[config.mk]
export PLATFORM = sky130hd
export DESIGN_NAME = bcd_disp_timer_flat
export DESIGN_NICKNAME = d
export VERILOG_FILES = /design/src/rtl/bcd_disp_timer_if.sv /design/src/rtl/bcd_disp_timer.sv /design/src/flat_wrapper.sv
export SDC_FILE = /design/constraint.sdc
export NUM_CORES = 1
export LEC_CHECK = 0
export ABC_CLOCK_PERIOD_IN_PS = 4710
export CAP_MARGIN = 20
export CORE_ASPECT_RATIO = 0.9
export CORE_MARGIN = 2
export CORE_UTILIZATION = 53
export DETAILED_ROUTE_END_ITERATION = 8
export GPL_ROUTABILITY_DRIVEN = 0
export PLACE_DENSITY = 0.75
export SYNTH_ARGS = -nofsm -noshare
export SYNTH_HDL_FRONTEND = slang
export SYNTH_SLANG_ARGS = --single-unit
export TNS_END_PERCENT = 1
[constraint.sdc]
create_clock -name clk -period 4.71 [get_ports clk]
set_input_delay 0.7065 -clock clk [delete_from_list [all_inputs] [get_ports clk]]
set_output_delay 0.7065 -clock clk [all_outputs]
set_load 0.1 [all_outputs]
[src/rtl/bcd_disp_timer_if.sv]
// Signal bundle for bcd_disp_timer: level-sampled controls in, BCD count and
// multiplexed 7-segment display drive out.
interface bcd_disp_timer_if #(
  parameter int DIGITS = 2
);
  // start/stop/clear are plain levels sampled on every rising clk; there is no
  // valid/ready handshake, so a control held for several cycles acts every cycle.
  // state_dbg encoding: 0 = IDLE, 1 = RUN, 2 = DONE.
  logic                  start;
  logic                  stop;
  logic                  clear;
  logic [4*DIGITS-1:0]   value;
  logic [6:0]            seg;
  logic                  dp;
  logic [DIGITS-1:0]     digit_sel;
  logic                  running;
  logic                  overflow;
  logic [1:0]            state_dbg;

  modport master (
    output start, stop, clear,
    input  value, seg, dp, digit_sel, running, overflow, state_dbg
  );

  modport slave (
    input  start, stop, clear,
    output value, seg, dp, digit_sel, running, overflow, state_dbg
  );
endinterface

[src/rtl/bcd_disp_timer.sv]
// Decimal up-counting timer with saturating overflow and a time-multiplexed
// 7-segment display driver (leading-zero blanking, fixed decimal point).
module bcd_disp_timer #(
  parameter int DIGITS   = 2,
  parameter int TICK_DIV = 2_000_000,
  parameter int SCAN_DIV = 4,
  parameter int BLANK_LZ = 1,
  parameter int DP_POS   = 1
) (
  input  logic               clk,
  input  logic               reset,
  bcd_disp_timer_if.slave    bus
);

  typedef enum logic [1:0] {
    S_IDLE = 2'd0,
    S_RUN  = 2'd1,
    S_DONE = 2'd2
  } state_t;

  localparam int TW = $clog2(TICK_DIV);
  localparam int SW = (SCAN_DIV > 1) ? $clog2(SCAN_DIV) : 1;
  localparam int IW = (DIGITS > 1) ? $clog2(DIGITS) : 1;
  localparam logic [TW-1:0] TICK_LAST = TW'(TICK_DIV - 1);
  localparam logic [SW-1:0] SCAN_LAST = SW'(SCAN_DIV - 1);
  localparam logic [IW-1:0] IDX_LAST  = IW'(DIGITS - 1);
  localparam logic [IW-1:0] IDX_DP    = IW'(DP_POS);
  localparam logic          DP_USED   = (DP_POS < DIGITS);

  state_t              state_q, state_d;
  logic [TW-1:0]       tick_cnt_q, tick_cnt_d;
  logic [4*DIGITS-1:0] value_q, value_d;
  logic                overflow_q, overflow_d;
  logic [SW-1:0]       scan_cnt_q, scan_cnt_d;
  logic [IW-1:0]       idx_q, idx_d;
  logic [6:0]          seg_q, seg_d;
  logic                dp_q, dp_d;
  logic [DIGITS-1:0]   sel_q, sel_d;

  logic                tick;
  logic                all_nines;
  logic                carry;
  logic [4*DIGITS-1:0] value_inc;
  logic [4*DIGITS-1:0] upper;
  logic                blank;

  function automatic logic [6:0] seg_enc(input logic [3:0] d);
    case (d)
      4'd0:    seg_enc = 7'b0111111;
      4'd1:    seg_enc = 7'b0000110;
      4'd2:    seg_enc = 7'b1011011;
      4'd3:    seg_enc = 7'b1001111;
      4'd4:    seg_enc = 7'b1100110;
      4'd5:    seg_enc = 7'b1101101;
      4'd6:    seg_enc = 7'b1111101;
      4'd7:    seg_enc = 7'b0000111;
      4'd8:    seg_enc = 7'b1111111;
      4'd9:    seg_enc = 7'b1101111;
      default: seg_enc = 7'b0000000;
    endcase
  endfunction

  // Decimal ripple increment; all_nines flags the saturation point.
  always_comb begin
    value_inc = value_q;
    carry     = 1'b1;
    all_nines = 1'b1;
    for (int i = 0; i < DIGITS; i++) begin
      if (value_q[4*i +: 4] != 4'd9) all_nines = 1'b0;
      if (carry) begin
        if (value_q[4*i +: 4] == 4'd9) begin
          value_inc[4*i +: 4] = 4'd0;
        end else begin
          value_inc[4*i +: 4] = value_q[4*i +: 4] + 4'd1;
          carry = 1'b0;
        end
      end
    end
  end

  assign tick = (state_q == S_RUN) && (tick_cnt_q == TICK_LAST);

  always_comb begin
    state_d    = state_q;
    value_d    = value_q;
    overflow_d = overflow_q;
    tick_cnt_d = tick_cnt_q;
    if (bus.clear) begin
      state_d    = S_IDLE;
      value_d    = '0;
      overflow_d = 1'b0;
      tick_cnt_d = '0;
    end else begin
      case (state_q)
        S_IDLE, S_DONE: begin
          if (bus.start) begin
            state_d    = S_RUN;
            value_d    = '0;
            overflow_d = 1'b0;
            tick_cnt_d = '0;
          end
        end
        S_RUN: begin
          tick_cnt_d = tick ? '0 : tick_cnt_q + 1'b1;
          if (tick) begin
            if (all_nines) begin
              overflow_d = 1'b1;
              state_d    = S_DONE;
            end else begin
              value_d = value_inc;
            end
          end
          if (bus.stop) state_d = S_DONE;
          // Counter parks at zero whenever we leave RUN.
          if (state_d != S_RUN) tick_cnt_d = '0;
        end
        default: begin
          state_d    = S_IDLE;
          value_d    = '0;
          overflow_d = 1'b0;
          tick_cnt_d = '0;
        end
      endcase
    end
  end

  // Scan runs free in every state so the display keeps refreshing.
  always_comb begin
    scan_cnt_d = scan_cnt_q;
    idx_d      = idx_q;
    if (scan_cnt_q == SCAN_LAST) begin
      scan_cnt_d = '0;
      idx_d      = (idx_q == IDX_LAST) ? '0 : idx_q + 1'b1;
    end else begin
      scan_cnt_d = scan_cnt_q + 1'b1;
    end
  end

  // A digit is a leading zero when it and every digit above it are zero.
  always_comb begin
    upper = value_q >> {idx_q, 2'b00};
    blank = (BLANK_LZ != 0) && (idx_q != '0) && (upper == '0);
    sel_d = DIGITS'(1) << idx_q;
    dp_d  = (state_q != S_IDLE) && DP_USED && (idx_q == IDX_DP);
    seg_d = '0;
    if (state_q != S_IDLE && !blank) seg_d = seg_enc(upper[3:0]);
  end

  always_ff @(posedge clk or posedge reset) begin
    if (reset) begin
      state_q    <= S_IDLE;
      tick_cnt_q <= '0;
      value_q    <= '0;
      overflow_q <= 1'b0;
      scan_cnt_q <= '0;
      idx_q      <= '0;
      seg_q      <= '0;
      dp_q       <= 1'b0;
      sel_q      <= DIGITS'(1);
    end else begin
      state_q    <= state_d;
      tick_cnt_q <= tick_cnt_d;
      value_q    <= value_d;
      overflow_q <= overflow_d;
      scan_cnt_q <= scan_cnt_d;
      idx_q      <= idx_d;
      seg_q      <= seg_d;
      dp_q       <= dp_d;
      sel_q      <= sel_d;
    end
  end

  assign bus.value     = value_q;
  assign bus.seg       = seg_q;
  assign bus.dp        = dp_q;
  assign bus.digit_sel = sel_q;
  assign bus.running   = (state_q == S_RUN);
  assign bus.overflow  = overflow_q;
  assign bus.state_dbg = state_q;

endmodule

[src/flat_wrapper.sv]
// flat-port wrapper written by rule: the top's interface ports become plain ports
module bcd_disp_timer_flat 
#(
  parameter int DIGITS   = 2,
  parameter int TICK_DIV = 2_000_000,
  parameter int SCAN_DIV = 4,
  parameter int BLANK_LZ = 1,
  parameter int DP_POS   = 1
)
  (clk, reset, bus_start, bus_stop, bus_clear, bus_value, bus_seg, bus_dp, bus_digit_sel, bus_running, bus_overflow, bus_state_dbg);
  bcd_disp_timer_if #(.DIGITS(DIGITS)) bus_i ();
  input  logic clk;
  input  logic reset;
  input wire logic [$bits(bus_i.start)-1:0] bus_start;
  input wire logic [$bits(bus_i.stop)-1:0] bus_stop;
  input wire logic [$bits(bus_i.clear)-1:0] bus_clear;
  output wire logic [$bits(bus_i.value)-1:0] bus_value;
  output wire logic [$bits(bus_i.seg)-1:0] bus_seg;
  output wire logic [$bits(bus_i.dp)-1:0] bus_dp;
  output wire logic [$bits(bus_i.digit_sel)-1:0] bus_digit_sel;
  output wire logic [$bits(bus_i.running)-1:0] bus_running;
  output wire logic [$bits(bus_i.overflow)-1:0] bus_overflow;
  output wire logic [$bits(bus_i.state_dbg)-1:0] bus_state_dbg;
  assign bus_i.start = bus_start;
  assign bus_i.stop = bus_stop;
  assign bus_i.clear = bus_clear;
  assign bus_value = bus_i.value;
  assign bus_seg = bus_i.seg;
  assign bus_dp = bus_i.dp;
  assign bus_digit_sel = bus_i.digit_sel;
  assign bus_running = bus_i.running;
  assign bus_overflow = bus_i.overflow;
  assign bus_state_dbg = bus_i.state_dbg;
  bcd_disp_timer #(.DIGITS(DIGITS), .TICK_DIV(TICK_DIV), .SCAN_DIV(SCAN_DIV), .BLANK_LZ(BLANK_LZ), .DP_POS(DP_POS)) u_core (.clk(clk), .reset(reset), .bus(bus_i));
endmodule
==> run metrics <==
number of post-CTS setup repair buffers=0; pin count of the biggest net entering global routing=46; Seq cells post-synth=45; All-Layer GR Usage=0.224; Pre-Repair DR Iteration Count=4; Die Y-Extent=70.8 um; Sequential Power Share=0.490; ys flop type=dfrtp_1; area delta synth->final=15.2%; Area contributors post-synth=dfrtp_1, ha_1, nand2_1; Cells after Synth=276; final period utilization=0.613; routed wl met2=2490 um; Fin. Hold Viols=0; area leader, netlist=dfrtp_1; Post-synth EDFFs=0; Hold WC Path Type=flip-flop to flip-flop; critical path type=flip-flop to primary output; Cell Rows=24; DR iter-0 viols=165; core area=4800 um^2; Via-to-Cell Ratio=6.06; Via Count=2201; Bufs and invs on worst path=1; Clock Root Buffer=clkbuf_8; final setup TNS=0 ns; Net Sw Power=233 uW; CTS tree=built; most frequent cells in the layout=dfrtp_1, nand2_1, clkdlybuf4s50_1; register area share after synthesis=0.429; die area=5540 um^2; routed wl met3=334 um; Clock Skew=0.0106 ns; Top Ports=27; initial antenna violation count=0; worst skew pair latency=0.30 ns; first-pass GRT wire length=9910 um; DP Worst Slack=1.71 ns; die width=78.2 um; average size of a mapped cell=9.52 um^2; syn_nets=291; unrepaired setup endpoints after global routing=false; Antenna Diode Count=0; status=finished, final reports clean; Core Util, Final=0.630; H-tree levels=2; startpoint types=flip-flop; DRT met1 WL=2860 um; worst slew pin tran=0.976 ns; CP max stage delay=1.14 ns; P_leak=1.22 nW; worst-path cell chain=nor2b_1, clkdlybuf4s50_1; critical-path maximum fanout=13; DRC Markers=0; Arrival @ worst endpoint=2.18 ns; Critical Path RT=4.00 ns; CTS Buf Count=5; max cap viols=0; yosys warns=0; vias in the first global route=2011; Worst slew margin=0.347; Comb pwr share=0.135; Synth top area share=0.419; cts hold-fix bufs=0; Filler Cell Count=422; CTS sink count=45; Max VDD drop=189 uV; Final Critical Period=2.88 ns; clock-pin slew on the worst setup and hold paths=0.09 ns; ratio of cells with drive above 1 in the final layout=0.0872; Nets=312; Syn Std Cell Area=2630 um^2; PnR worst setup slack=1.83 ns; WL per Instance=15.8 um; IO buf count=26; Stages on worst setup path=2; Register-to-Register Path Depth=4; Final Max Slew Viols=0; crit path max-delay cell type=clkdlybuf4s50_1; most common library cell in the layout ignoring fill and taps=dfrtp_1; Routed WL=5740 um; Post-DP HPWL=3970 um; Starting Density=0.547; clock share of power=0.375; total gr overflow=0; uppermost layer routed=met4; Cell Pwr Density=268 nW/um^2; library cells used by synthesis=63; fraction of registers with async set/reset=1.00; top achievable clock speed=347 MHz; clk buf depth=2; Largest delay share family, worst path=buffers and inverters; final antenna-violating net count=0; Hold Path Depth=1; P_int=579 uW; fraction of power spent switching nets=0.287; crit end category=primary output; final setup fails=0; Resized Gates After CTS=0
==> cells in the mapped netlist (all sizes together) (7+ instances only) <==
library cell  count
nor3              7
or3               8
inv              11
clkbuf            8
nand3            13
a21oi            11
nor2             13
or4              10
o21ai            16
ha               10
nand2            28
dfrtp            44
==> sequential cells by signal, summed over array words and instances (netlist names), 2 cells and up <==
signal / flops
u_core.bus.digit_sel: 2
u_core.tick_cnt_q: 21
u_core.bus.value: 8
u_core.bus.seg: 7
u_core.scan_cnt_q: 2
u_core.bus.state_dbg: 2
==> cell type report <==
type,count,area [um^2],area share
clock inverters,3,47.5,0.0157
flip-flops and latches,45,1130,0.372
clock buffers,5,68.8,0.0227
well taps,65,81.3,0.0269
repair buffers,28,275,0.0909
inverters,11,41.3,0.0136
multi-input cells,206,1390,0.458
==> final timing paths <==
check,start,to,slack (ns)
hold reg to reg,u_core.scan_cnt_q[0],u_core.scan_cnt_q[0],0.43
setup / recovery,u_core.bus.state_dbg[0],bus_running,1.83
hold / removal,u_core.scan_cnt_q[0],u_core.scan_cnt_q[0],0.43
max in group asynchronous,reset,u_core.tick_cnt_q[6],3.22
setup reg to reg,u_core.bus.state_dbg[0],u_core.bus.value[7],2.23
min in group asynchronous,reset,u_core.bus.value[1],0.93
==> cells by family after synthesis <==
family	synth area share
compound gates	0.172
xor+xnor	0.0267
mux	0.0276
buf+inv	0.0433
flops	0.429
simple gates	0.253
fa+ha+maj	0.0476
==> power groups by stage <==
stage / Sequential [mW] / Clock (mW) / Combinational [mW]
after floorplan: 0.454 / 0 / 0.0342
after global placement: 0.405 / 0 / 0.109
after detailed placement: 0.406 / 0 / 0.109
after CTS: 0.398 / 0.313 / 0.109
after global routing: 0.399 / 0.330 / 0.115
final: 0.398 / 0.304 / 0.109
==> through the flow <==
step / instances / cell area [um^2] / hold slack (ns) / power (mW)
after CTS: 362 / 3020 / 0.434 / 0.820
final: 363 / 3030 / 0.430 / 0.812
after global routing: 363 / 3030 / 0.447 / 0.845
after detailed placement: 354 / 2900 / 0.420 / 0.515
after floorplan: 276 / 2630 / 0.352 / 0.488
after global placement: 354 / 2900 / 0.416 / 0.514
==> routing by layer <==
metal | vias up | global-route usage
met1 | 1044 | 0.346
met3 | 5 | 0.0459
met5 | - | 0
li1 | 1086 | -
met2 | 66 | 0.323
met4 | 0 | 0.0565
Note: power is estimated with default switching activity, not from simulation.
